[src/rtl/cam_cfg_sequencer.sv]
// Camera power-up and register-table sequencer: drives pwd/rst through the boot
// timing, then walks a sync ROM table issuing SCCB writes with NACK retry.
module cam_cfg_sequencer #(
    parameter int unsigned RST_HOLD_CYC  = 25000,
    parameter int unsigned BOOT_WAIT_CYC = 75000,
    parameter int unsigned MS_CYC        = 25000,
    parameter int unsigned MAX_RETRY     = 3,
    parameter int unsigned ROM_AW        = 8
) (
    input  logic              sys_clk_i,
    input  logic              sys_rst_i,
    input  logic              cfg_start_i,
    output logic              cam_pwd_o,
    output logic              cam_rst_o,
    output logic [ROM_AW-1:0] rom_addr_o,
    input  logic [15:0]       rom_data_i,
    output logic              sccb_req_o,
    output logic [7:0]        sccb_reg_o,
    output logic [7:0]        sccb_val_o,
    input  logic              sccb_ack_i,
    input  logic              sccb_done_i,
    input  logic              sccb_nack_i,
    output logic              cfg_busy_o,
    output logic              cfg_done_o,
    output logic              cfg_err_o,
    output logic [ROM_AW-1:0] cfg_idx_o
);

    localparam int unsigned WAIT_MAX = (RST_HOLD_CYC > BOOT_WAIT_CYC) ? RST_HOLD_CYC : BOOT_WAIT_CYC;
    localparam int unsigned WAIT_W   = $clog2(WAIT_MAX + 1);
    localparam int unsigned DLY_W    = $clog2(255 * MS_CYC + 1);
    localparam int unsigned TRY_W    = $clog2(MAX_RETRY + 1);

    typedef enum logic [3:0] {
        S_PWR,
        S_BOOT,
        S_FETCH,
        S_DECODE,
        S_WRITE,
        S_WAIT,
        S_DELAY,
        S_NEXT,
        S_DONE,
        S_ERR
    } state_t;

    state_t              state, state_n;
    logic [WAIT_W-1:0]   wait_cnt, wait_n;
    logic [DLY_W-1:0]    dly_cnt, dly_n;
    logic [TRY_W-1:0]    tries, tries_n;
    logic [ROM_AW-1:0]   idx, idx_n;
    logic [7:0]          reg_q, reg_n;
    logic [7:0]          val_q, val_n;

    // State and datapath registers; synchronous reset restarts the power sequence
    always_ff @(posedge sys_clk_i) begin
        if (sys_rst_i) begin
            state    <= S_PWR;
            wait_cnt <= '0;
            dly_cnt  <= '0;
            tries    <= '0;
            idx      <= '0;
            reg_q    <= '0;
            val_q    <= '0;
        end else begin
            state    <= state_n;
            wait_cnt <= wait_n;
            dly_cnt  <= dly_n;
            tries    <= tries_n;
            idx      <= idx_n;
            reg_q    <= reg_n;
            val_q    <= val_n;
        end
    end

    // Next-state and datapath update logic
    always_comb begin
        state_n = state;
        wait_n  = wait_cnt;
        dly_n   = dly_cnt;
        tries_n = tries;
        idx_n   = idx;
        reg_n   = reg_q;
        val_n   = val_q;
        case (state)
            S_PWR: begin
                if (wait_cnt == WAIT_W'(RST_HOLD_CYC - 1)) begin
                    state_n = S_BOOT;
                    wait_n  = '0;
                end else begin
                    wait_n = wait_cnt + WAIT_W'(1);
                end
            end
            S_BOOT: begin
                if (wait_cnt == WAIT_W'(BOOT_WAIT_CYC - 1)) begin
                    state_n = S_FETCH;
                    wait_n  = '0;
                    idx_n   = '0;
                end else begin
                    wait_n = wait_cnt + WAIT_W'(1);
                end
            end
            S_FETCH: begin
                state_n = S_DECODE;
            end
            S_DECODE: begin
                tries_n = '0;
                if (rom_data_i == 16'hFFFF) begin
                    state_n = S_DONE;
                end else if (rom_data_i[15:8] == 8'hF0) begin
                    if (rom_data_i[7:0] == 8'h00) begin
                        state_n = S_NEXT;
                    end else begin
                        // Loaded with N-1 so DELAY occupies exactly val*MS_CYC cycles
                        dly_n   = DLY_W'(32'(rom_data_i[7:0]) * MS_CYC - 32'd1);
                        state_n = S_DELAY;
                    end
                end else begin
                    reg_n   = rom_data_i[15:8];
                    val_n   = rom_data_i[7:0];
                    state_n = S_WRITE;
                end
            end
            S_WRITE: begin
                if (sccb_ack_i) begin
                    state_n = S_WAIT;
                end
            end
            S_WAIT: begin
                if (sccb_done_i) begin
                    if (sccb_nack_i) begin
                        if (32'(tries) + 32'd1 >= MAX_RETRY) begin
                            state_n = S_ERR;
                        end else begin
                            tries_n = tries + TRY_W'(1);
                            state_n = S_WRITE;
                        end
                    end else begin
                        tries_n = '0;
                        state_n = S_NEXT;
                    end
                end
            end
            S_DELAY: begin
                if (dly_cnt == '0) begin
                    state_n = S_NEXT;
                end else begin
                    dly_n = dly_cnt - DLY_W'(1);
                end
            end
            S_NEXT: begin
                if (idx == '1) begin
                    state_n = S_ERR;
                end else begin
                    idx_n   = idx + ROM_AW'(1);
                    state_n = S_FETCH;
                end
            end
            S_DONE, S_ERR: begin
                if (cfg_start_i) begin
                    state_n = S_PWR;
                    wait_n  = '0;
                    dly_n   = '0;
                    tries_n = '0;
                    idx_n   = '0;
                end
            end
            default: begin
                state_n = S_PWR;
            end
        endcase
    end

    // Outputs are pure functions of state so reset/rerun takes effect the very next cycle
    assign cam_pwd_o  = (state == S_PWR);
    assign cam_rst_o  = (state != S_PWR);
    assign rom_addr_o = idx;
    assign sccb_req_o = (state == S_WRITE);
    assign sccb_reg_o = reg_q;
    assign sccb_val_o = val_q;
    assign cfg_busy_o = (state != S_DONE) && (state != S_ERR);
    assign cfg_done_o = (state == S_DONE);
    assign cfg_err_o  = (state == S_ERR);
    assign cfg_idx_o  = idx;

endmodule

[config.mk]
export PLATFORM = sky130hd
export DESIGN_NAME = cam_cfg_sequencer
export DESIGN_NICKNAME = d
export VERILOG_FILES = /design/src/rtl/cam_cfg_sequencer.sv
export SDC_FILE = /design/constraint.sdc
export NUM_CORES = 1
export LEC_CHECK = 0
export CAP_MARGIN = 20
export CORE_MARGIN = 2
export CORE_UTILIZATION = 45
export CTS_CLUSTER_DIAMETER = 40
export DETAILED_ROUTE_END_ITERATION = 8
export PLACE_DENSITY = 0.68
export SLEW_MARGIN = 20
export SYNTH_ARGS = -nofsm -noshare
export SYNTH_HDL_FRONTEND = slang
export SYNTH_SLANG_ARGS = --single-unit
[constraint.sdc]
create_clock -name sys_clk_i -period 5.43 [get_ports sys_clk_i]
set_input_delay 1.086 -clock sys_clk_i [delete_from_list [all_inputs] [get_ports sys_clk_i]]
set_output_delay 1.086 -clock sys_clk_i [all_outputs]
set_load 0.005 [all_outputs]
After elaboration in Yosys (flattened, before gate mapping). Index checks and enable logic that the tools add are counted.

Output and inout port bits: 38. Register bits: 70. Input bits: 22.

Muxes and demuxes: 32. $lt $le $gt $ge: 1. Bitwise operators: 2. Multipliers: 1. Add/sub/neg operators: 6. Reductions and logical operators: 16. Equality and inequality tests: 28.

Operators with widths (count): $mux W23 (5); $pmux W23 S3 (1); $mux W17 (3); $pmux W17 S3 (1); $sub A23 B1 Y23 const B (2); $mux W4 (11); $pmux W4 S9 (1); $mux W8 (3); $pmux W8 S3 (1); $logic_not A23 Y1 (1); $mul A8 B12 Y20 const B (1); $ne A2 B2 Y1 const B (9); $add A17 B1 Y17 const B (1); $eq A17 B15 Y1 const B (1); $eq A17 B17 Y1 const B (1); $eq A16 B16 Y1 const B (1); $eq A4 B3 Y1 const B (4); $eq A8 B8 Y1 const B (2); $reduce_and A6 Y1 (2); $reduce_bool A3 Y1 (4); $add A8 B1 Y8 const B (1); $eq A4 B2 Y1 const B (2); $eq A4 B4 Y1 const B (2); $logic_not A8 Y1 (1); other kinds (18) (25).

Depth between registers and ports, before layout. Gate-level depths: netlist (run 1).

Word-level depth: 6. Depth in mapped cells: 16.

Worst setup path before layout (run 1). Ideal clock, no wire load.

Path type: in2reg. Start: input port rom_data_i[3]. End: register dly_cnt[22]. Path buffers: 1. Path slack: 0.029 ns. Data required time: 5.368 ns. Stages: 16. Data arrival time: 5.339 ns. Path through: ha_1 -> inv_1 -> fa_1 -> inv_1 -> fa_1 -> ha_1 -> ha_1 -> buf_6 -> a21o_4 -> a221oi_4 -> xnor2_1 -> o21a_1 -> nand4_4 -> or4_4 -> or4_1 -> nand3_1.

Cells in the longest elaborated chain, start to end: 6. Elaborated cells between the ends (all ways): 11. Classes of those cells: add/sub: 1; mul: 1; eq/ne: 3; mux: 4; reduce/logical: 2.

RTL lines: from (decl) (RTL line 16) `input logic [15:0] rom_data_i,`; $mul A8 B12 Y20 (RTL line 115) `dly_n = DLY_W'(32'(rom_data_i[7:0]) * MS_CYC - 32'd1);`; $sub A23 B1 Y23 (RTL line 115); $mux W23 (RTL line 111) `if (rom_data_i[7:0] == 8'h00) begin`; $mux W23 (RTL line 110) `end else if (rom_data_i[15:8] == 8'hF0) begin`; $mux W23 (RTL line 108) `if (rom_data_i == 16'hFFFF) begin`; $pmux W23 S3 (RTL line 85) `case (state)`; to (signal assigned) (RTL line 68) `dly_cnt <= dly_n;`; to (decl) (RTL line 49) `logic [DLY_W-1:0] dly_cnt, dly_n;`.

Parallel ways exist; a longest one is shown, timed or not. The select of a mux whose other input is x is not followed. A chain may end at the register's enable or synchronous reset.

Worst setup path after layout (run 1).
Start: input port rom_data_i[1]. End: register dly_cnt[22].

The elaborated chain is that of the path after synthesis.

==> results of run 1 <==
-- per-layer routing --
| layer | track usage (%) | vias up | routed length (microns) |
|---|---|---|---|
| li1 | - | 2824 | - |
| met1 | 27.8 | 2643 | 6620 |
| met2 | 38.6 | 140 | 7150 |
| met3 | 5.30 | 10 | 794 |
| met4 | 4.29 | 0 | 133 |
| met5 | 0 | - | 0 |
-- per-stage QoR --
stage	hold slack, ns	TNS (ns)	power (mW)
floorplan	0.454	0	1.19
global placement	0.463	-2.08	1.56
detailed placement	0.474	-2.51	1.58
CTS	0.481	0	2.30
global route	0.520	-0.0107	2.49
finish	0.484	0	2.33
-- worst paths after layout --
path	endpoint	slack [ns]	cells after the start
setup / recovery	dly_cnt[22]$_SDFFE_PP0P_	0.15	13
hold / removal	dly_cnt[5]$_SDFFE_PP0P_	0.48	2
setup reg to reg	dly_cnt[18]$_SDFFE_PP0P_	2.59	5
hold reg to reg	dly_cnt[5]$_SDFFE_PP0P_	0.48	2
-- worst register-to-register path: stages (launching register included) --
cell	delay [ns]
dfxtp_1	0.55
nand2b_1	0.31
or3b_2	0.54
nand2_1	0.47
or4_1	0.63
a311oi_1	0.25
-- flip-flops by register name (all words and copies together) (netlist names) --
name / flops
dly_cnt: 23
wait_cnt: 17
cfg_idx_o: 8
sccb_reg_o: 8
sccb_val_o: 8
state: 4
tries: 2
-- report_power, final --
group | switching (mW) | internal (mW)
logic | 0.544 | 0.572
clock network | 0.228 | 0.450
registers | 0.0112 | 0.521
-- layout by cell type, fill, tap and decap left out, types with 4 or more instances in the layout --
master	instances
o22ai_1	7
clkbuf_16	9
ha_1	57
clkdlybuf4s50_1	53
nand3b_1	6
nand2b_1	9
a21oi_2	4
o21a_1	5
and4_1	4
inv_1	36
dfxtp_1	70
o211ai_1	4
o21ai_0	35
fa_1	11
nor2_1	110
nor4bb_1	4
nand3_1	29
nand2_1	35
a21boi_0	4
xnor2_1	21
nor3_1	23
buf_4	82
a21oi_1	43
or2_2	5
or3_1	8
a21o_1	4
nand4_1	13
xor2_1	20
mux2i_1	21
nor4_1	13
or4_1	7
ha_4	5
a22oi_1	6
and3_1	4
-- cell type report --
class	instances	area [sq um]	area share, %
clock buffers	11	233	3.11
clock inverters	5	108	1.44
inverters	36	135	1.80
multi-input cells	580	4200	56.1
flip-flops and latches	70	1400	18.7
well taps	172	215	2.87
repair buffers	141	1200	16.0
-- what timing repair did --
| action | CTS | global route |
|---|---|---|
| pin swaps | 7 | 8 |
| setup endpoints to repair | 4 | 5 |
| resized for setup | 9 | 16 |
| setup buffers | 1 | 1 |
| hold buffers | 0 | 0 |
-- logic make-up after synthesis --
family | synth area share, %
adders and majority gates | 18.0
AOI/OAI and AO/OA | 16.4
muxes | 3.83
DFF | 24.2
and+or+nand+nor | 26.0
xor gates and xnor gates | 6.36
buffers and inverters | 5.17
==> impl_metrics.tcl, run 1 <==
set metrics [dict create \
    cts_max_path_buffers 2 \
    synth_cells 719 \
    gp_congestion 0.877 \
    grt_antenna_before_repair 0 \
    tightest_slew_ns 1.01 \
    die_width_microns 117 \
    timing.final.crit_share_pct 97.3 \
    place_area_sq_um 7020 \
    startpoint "rom_data_i[1]" \
    wl_per_cell_microns 14.5 \
    crit_buf_inv 1 \
    status "finished clean" \
    fin_skew_ns 0.00549 \
    seq_area_frac_synth_pct 24.2 \
    synth_top_area_share_pct 24.2 \
    synth_commonest_cells "nor2_1 (111), dfxtp_1 (70), ha_1 (64)" \
    n_fill_cell 1137 \
    cts_root_buffer "clkbuf_16" \
    ir_drop_v 0.000207 \
    synth.most_common_cell "nor2_1" \
    core_area_sq_um 12600 \
    hold_path.class "register to register" \
    std_cell_rows 41 \
    via_count 5617 \
    cts_max_level 3 \
    powerDensity_nw_per_um2 311 \
    portBuffers 59 \
    ios 60 \
    synth.avg_cell_area_sq_um 8.04 \
    dp.cells 997 \
    start_util_pct 46.0 \
    grt.overflow.total 0 \
    fin_crit_ns 5.28 \
    firstDrtPassIters 5 \
    synth_edf_count 0 \
    vias_per_cell 5.53 \
    synth_top_area_cell "dfxtp_1" \
    die_h_microns 117 \
    synth_cell_types 69 \
    cts.sinks 70 \
    power_leakage_nw 3.03 \
    hold_viol 0 \
    layout-drive-gt1-share_pct 15.9 \
    synthesis.area_sq_um 5780 \
    hpwl_mm 11.4 \
    cp.required_ns 5.71 \
    cts_made_buffers 9 \
    grt.total_usage_pct 22.1 \
    synth_seq_cells 70 \
    timing.rr.start "state[3]$_SDFFE_PP0P_" \
    setup_viol 0 \
    start_kind "primary input" \
    ys.flop_type "dfxtp_1" \
    worstSkewPairLatency_ns 0.34 \
    cp_cell_sequence "clkdlybuf4s50_1, fa_1, ha_1, ha_1, fa_1, a21o_4, a221oi_4, nor3_2, or3b_4, nand2b_4, or4_4, or4_1, nand3_1" \
    area_delta_synth_final_pct 29.6 \
    wl_mm 14.7 \
    min-delay-start "dly_cnt[5]$_SDFFE_PP0P_" \
    cp_data_arrival_time_ns 5.57 \
    critPathTopFamily "simple AND/OR/NAND/NOR gates" \
    path_clk_slew_ns 0.06 \
    final_core_util_pct 59.6 \
    synth_nets 817 \
    grt_pass1_wl_mm 25.5 \
    pre_cts_ws_ns -0.537 \
    layout.nets 936 \
    critPathMaxStageDelay_ns 0.62 \
    synthTopCellsByArea "dfxtp_1 (24%), ha_1 (14%), nor2_1 (7.2%)" \
    synthArstFlopShare_pct 0 \
    critPathCaptureType "register" \
    critPathKind "primary input to register" \
    max_freq_ghz 0.189 \
    slew_viol_final 0 \
    max-slew-margin-rel_pct 32.6 \
    cp_slowest_cell "clkdlybuf4s50_1" \
    die_area_sq_um 13800 \
    drc 0 \
    instances_no_fill 1015 \
    fin_area_sq_um 7490 \
    worst_slack_ns 0.147 \
    synth-warning-count 0 \
    num_antenna_cells 0 \
    cts_tree "done" \
    grt_start_max_net_pins 52 \
    cp_max_fo 4 \
    ant_nets 0 \
    maxCapViolations 0 \
    grt_pass1_vias 5526 \
    first_iter_violations 358 \
]
Note: power is estimated with default switching activity, not from simulation.
==> run 2, diff against run 1 <==
Settings changed: PLACE_DENSITY 0.68 to 0.66.
Clock period 5.43 ns to 5.84 ns, I/O delays scaled along.
==> run 2 against run 1 <==
Effect of this change: first-iteration DRC count increased by 2.0%; global-route usage increased by 0.34 points; cell count decreased by 2.6%; count of clock-buffer cells in the layout unchanged; worst setup slack improved by 0.060 ns; register-to-register slack improved by 0.34 ns; highest routed layer unchanged; clock power decreased by 23%; clock skew increased by 0.0035 ns; worst hold slack improved by 0.0041 ns; non-clock buffer count decreased by 26.
==> impl_metrics.tcl, run 2 (same netlist as run 1, synthesis figures left out) <==
set metrics [dict create \
    status "finished clean" \
    top_regs "dly_cnt x23, wait_cnt x17" \
    critPathMaxStageDelay_ns 0.51 \
    first_iter_violations 365 \
    final_common_cell "nor2_1" \
    grt_start_max_net_pins 52 \
    portBuffers 59 \
    power_frac_clock_pct 26.9 \
    setup-tns-final_ns 0 \
    powerDensity_nw_per_um2 271 \
    wl_mm 15.0 \
    critPathCaptureType "register" \
    multi_input_area_sq_um 4090 \
    p_int_mw 1.23 \
    layout-drive-gt1-share_pct 11.1 \
    start_util_pct 46.0 \
    cp_max_fo 4 \
    core_area_sq_um 12600 \
    seq_power_share_pct 25.6 \
    area_delta_synth_final_pct 23.5 \
    maxCapViolations 0 \
    power_mw 1.94 \
    cts_made_buffers 9 \
    cts_max_level 3 \
    dp.cells 972 \
    netSwitchingPower_mw 0.709 \
    largest-register "dly_cnt" \
    grt.total_usage_pct 22.4 \
    hold_viol 0 \
    regArea_sq_um 1400 \
    num_antenna_cells 0 \
    vias_per_cell 5.64 \
    gp_congestion 0.835 \
    largest_register_ffs 23 \
    setup_viol 0 \
    power_leakage_nw 2.88 \
    cpMostUsedCell "ha_1" \
    startpoint "rom_data_i[3]" \
    p_comb_share_pct 47.5 \
    wl_per_cell_microns 15.2 \
    fin_crit_ns 5.63 \
    cp_slowest_cell "or4_1" \
    highest_layer "met4" \
    ir_drop_v 0.000206 \
    layout.nets 910 \
    path_clk_slew_ns 0.06 \
    cts_root_buffer "clkbuf_16" \
    min-delay-start "dly_cnt[11]$_SDFFE_PP0P_" \
    grt_antenna_before_repair 0 \
    die_width_microns 117 \
    ios 60 \
    die_h_microns 117 \
    cts_tree "done" \
    hpwl_mm 11.5 \
    instances_no_fill 989 \
    ctsHoldBuffers 0 \
    dr_wl_met2_mm 7.33 \
    firstDrtPassIters 5 \
    grt_pass1_vias 5447 \
    timing.rr.start "state[3]$_SDFFE_PP0P_" \
    cp_data_arrival_time_ns 5.92 \
    slew_viol_final 0 \
    cp_cell_sequence "clkdlybuf4s50_1, ha_1, inv_1, fa_1, inv_1, fa_1, ha_1, ha_1, a21o_4, a221oi_4, nor3_1, or3b_4, nand2b_4, or4_4, or4_1, nand3_1" \
    timing.final.crit_share_pct 96.5 \
    swShare_pct 36.6 \
    n_fill_cell 1172 \
    cts_max_path_buffers 2 \
    grt.overflow.total 0 \
    via_count 5576 \
    grt_setup_unrepaired "no" \
    critPathKind "primary input to register" \
    tightest_slew_ns 0.984 \
    final_cell_mix "nor2_1 (110), dfxtp_1 (70), ha_1 (64)" \
    start_kind "primary input" \
    fin_skew_ns 0.00895 \
    max_freq_ghz 0.177 \
    cts.sinks 70 \
    std_cell_rows 41 \
    m1WireLength_mm 6.79 \
    cp.required_ns 6.13 \
    hold_path.class "register to register" \
    worstSkewPairLatency_ns 0.35 \
    drc 0 \
    ant_nets 0 \
    wl_met3_microns 622 \
    grt_pass1_wl_mm 25.8 \
    die_area_sq_um 13800 \
    max-slew-margin-rel_pct 34.4 \
]
run 2: cell count changes in the layout (fill, tap and decap cells not counted), sizes merged:
cell | previous run | this run
buf | 83 | 57
bufinv | 3 | 0
clkbuf | 12 | 11
clkdlybuf4s50 | 53 | 56
clkinv | 2 | 4
clkinvlp | 0 | 1
dlygate4sd2 | 2 | 0
run 2: final timing paths:
kind / to / slack (ns) / cells past startpoint
setup reg to reg: dly_cnt[18]$_SDFFE_PP0P_ / 2.93 / 5
setup / recovery: dly_cnt[22]$_SDFFE_PP0P_ / 0.21 / 16
hold / removal: dly_cnt[11]$_SDFFE_PP0P_ / 0.49 / 2
hold reg to reg: dly_cnt[11]$_SDFFE_PP0P_ / 0.49 / 2
run 2: power groups by stage:
stage,Clock [mW],Sequential [mW],Combinational [mW]
after floorplan,0,0.501,0.604
after global placement,0,0.505,0.908
after detailed placement,0,0.505,0.916
after CTS,0.534,0.495,0.924
after global routing,0.557,0.496,1.03
final,0.520,0.495,0.920
run 2: area by class of cell:
| cell class | instances | area share [%] |
|---|---|---|
| multi-input cells | 580 | 57.2 |
| flip-flops and latches | 70 | 19.6 |
| repair buffers | 115 | 14.4 |
| clock buffers | 11 | 3.40 |
| well taps | 172 | 3.01 |
| inverters | 36 | 1.89 |
| clock inverters | 5 | 0.490 |
run 2: metal layers:
layer / vias to the layer above / track usage, %
li1: 2764 / -
met1: 2649 / 27.8
met2: 139 / 39.4
met3: 24 / 4.33
met4: 0 / 6.63
met5: - / 0
run 2: stage by stage:
step / util, % / hold slack [ns] / worst slack (ns) / cell area, sq um
4_1_cts: 56.7 / 0.491 / 0.136 / 7130
3_3_place_gp: 54.5 / 0.469 / -0.170 / 6850
5_1_grt: 56.8 / 0.527 / 0.0588 / 7140
6_report: 56.8 / 0.488 / 0.206 / 7140
3_5_place_dp: 54.5 / 0.482 / -0.205 / 6850
2_1_floorplan: - / 0.454 / 0.357 / 5780
run 2: worst max-delay path, delay by kind of cell:
kind	cells	cell delay, ns
buf+inv	3	0.55
compound gates	2	0.61
simple gates	6	1.66
fa+ha+maj	5	1.92
run 2: what timing repair did:
action	CTS	global route
hold endpoints to repair	0	0
gates resized for setup	0	3
setup endpoints to repair	0	2
setup buffers	0	0
==> run 3, diff against run 2 <==
Settings changed: GPL_ROUTABILITY_DRIVEN from default to 0.
Clock period 5.84 ns to 5.5 ns, I/O delays scaled along.
==> run 3 against run 2 <==
Effect of this change: routed wire length up 1.8%; via count increased by 0.29%; clock skew is 0.0028 ns lower; design area grew 4.6%; global-route usage hardly changed; combinational power up 22%; power is 13% higher; sequential share of layout area decreased by 0.86 points; non-clock buffer count up 29; first-iteration DRC count decreased by 10%; flip-flop and latch count unchanged; critical path type unchanged; largest power group unchanged.
==> impl_metrics.tcl, run 3 (same netlist as run 1, synthesis figures left out) <==
set metrics [dict create \
    largest-register "dly_cnt" \
    holdPathStages 2 \
    worstSkewPairLatency_ns 0.34 \
    max-slew-margin-rel_pct 36.1 \
    die_width_microns 117 \
    cts.sinks 70 \
    first_iter_violations 328 \
    whs_endpoint "dly_cnt[5]$_SDFFE_PP0P_" \
    ir_drop_v 0.000270 \
    powerDensity_nw_per_um2 294 \
    std_cell_rows 41 \
    num_antenna_cells 0 \
    cp_data_arrival_time_ns 5.66 \
    die_h_microns 117 \
    reg2reg_setup_slack_ns 2.60 \
    grt_pass1_vias 5534 \
    area_delta_synth_final_pct 29.2 \
    max_freq_ghz 0.186 \
    firstDrtPassIters 7 \
    cts_root_buffer "clkbuf_16" \
    hold_path.class "register to register" \
    grt_start_max_net_pins 52 \
    status "finished clean" \
    maxCapViolations 0 \
    layout.nets 939 \
    power_mw 2.20 \
    hpwl_mm 11.8 \
    timing.final.crit_share_pct 97.8 \
    ant_nets 0 \
    grt.total_usage_pct 22.4 \
    grt.overflow.total 0 \
    top_regs "dly_cnt x23, wait_cnt x17" \
    hold_viol 0 \
    fin_skew_ns 0.00615 \
    setup_viol 0 \
    via_count 5592 \
    drc 0 \
    final_core_util_pct 59.4 \
    portBuffers 59 \
    critPathKind "primary input to register" \
    cts_max_path_buffers 2 \
    final_cell_mix "nor2_1 (110), buf_4 (83), dfxtp_1 (70)" \
    slew_viol_final 0 \
    cp_max_fo 4 \
    grt_antenna_before_repair 0 \
    fin_area_sq_um 7470 \
    start_util_pct 46.0 \
    min-delay-start "dly_cnt[5]$_SDFFE_PP0P_" \
    cp.required_ns 5.78 \
    place_area_sq_um 7020 \
    start_kind "primary input" \
    wl_per_cell_microns 15.0 \
    r2r_end "dly_cnt[18]$_SDFFE_PP0P_" \
    critPathCaptureType "register" \
    pre_cts_ws_ns -0.506 \
    cts_max_level 3 \
    cts_tree "done" \
    timing.rr.start "state[3]$_SDFFE_PP0P_" \
    wl_mm 15.3 \
    die_area_sq_um 13800 \
    r2r_cells 5 \
    vias_per_cell 5.49 \
    fin_crit_ns 5.38 \
    tightest_slew_ns 0.958 \
    ios 60 \
    core_area_sq_um 12600 \
    layout-drive-gt1-share_pct 16.1 \
    power_leakage_nw 3.04 \
    largest_register_ffs 23 \
    grt_pass1_wl_mm 25.9 \
    path_clk_slew_ns 0.06 \
    final_common_cell "nor2_1" \
    cts_made_buffers 9 \
    worst_slack_ns 0.119 \
]
## run 3: changes by cell type in the layout (fill, tap and decap cells not counted), moves of 2 or more
cell,previous run,this run
buf_4,54,83
ha_4,0,6
a21oi_2,1,4
a21oi_1,46,43
clkinv_4,2,0
clkdlybuf4s50_1,56,53
ha_1,64,57
## run 3: where the power goes
part | switching [mW] | leakage [nW] | internal, mW
Sequential | 0.0112 | 0.564 | 0.514
Clock | 0.231 | 0.132 | 0.318
Combinational | 0.554 | 2.34 | 0.568
## run 3: area by class of cell
type / instances / area, sq um
Clock buffer: 11 / 243
Tap cell: 172 / 215
Inverter: 36 / 135
Fill cell: 1134 / 5100
Timing Repair Buffer: 144 / 1240
Clock inverter: 5 / 33.8
Multi-Input combinational cell: 580 / 4210
Sequential cell: 70 / 1400
## run 3: critical path, stage by stage
cell	delay [ns]
clkbuf_2	0.12
buf_4	0.14
ha_1	0.30
ha_1	0.27
inv_1	0.05
fa_1	0.50
inv_1	0.06
fa_1	0.47
ha_1	0.32
a21o_1	0.24
a221oi_4	0.44
nor3_2	0.09
or3b_4	0.39
nand2b_4	0.15
or4_4	0.42
or4_1	0.50
nand3_1	0.09
## run 3: per-layer routing
| metal | global-route usage (%) | wire length, microns | vias up |
|---|---|---|---|
| li1 | - | - | 2825 |
| met1 | 29.1 | 7160 | 2650 |
| met2 | 38.2 | 7410 | 103 |
| met3 | 4.38 | 455 | 14 |
| met4 | 5.95 | 253 | 0 |
| met5 | 0 | 0 | - |
## run 3: worst max path at each step
stage / from / endpoint / slack (ns) / cells after the start
finish: rom_data_i[4] / dly_cnt[22]$_SDFFE_PP0P_ / 0.12 / 17
global route: rom_data_i[4] / dly_cnt[22]$_SDFFE_PP0P_ / -0.006 / 17
CTS: rom_data_i[3] / dly_cnt[22]$_SDFFE_PP0P_ / 0.009 / 16
detailed placement: rom_data_i[4] / dly_cnt[22]$_SDFFE_PP0P_ / -0.51 / 17
global placement: rom_data_i[4] / dly_cnt[22]$_SDFFE_PP0P_ / -0.44 / 16
floorplan: rom_data_i[3] / dly_cnt[22]$_SDFFE_PP0P_ / 0.08 / 16
## run 3: per-stage QoR
stage | std cells | hold WS (ns) | setup TNS, ns
6_report | 1018 | 0.488 | 0
5_1_grt | 1018 | 0.505 | -0.00605
4_1_cts | 1013 | 0.488 | 0
3_5_place_dp | 997 | 0.481 | -2.30
3_3_place_gp | 997 | 0.466 | -1.84
2_1_floorplan | 719 | 0.454 | 0
## run 3: repair_timing
item / in CTS / in global routing
buffers inserted: 0 / 4
resized for setup: 6 / 20
setup endpoints to repair: 4 / 5
pin swaps: 4 / 10
hold buffers: 0 / 0
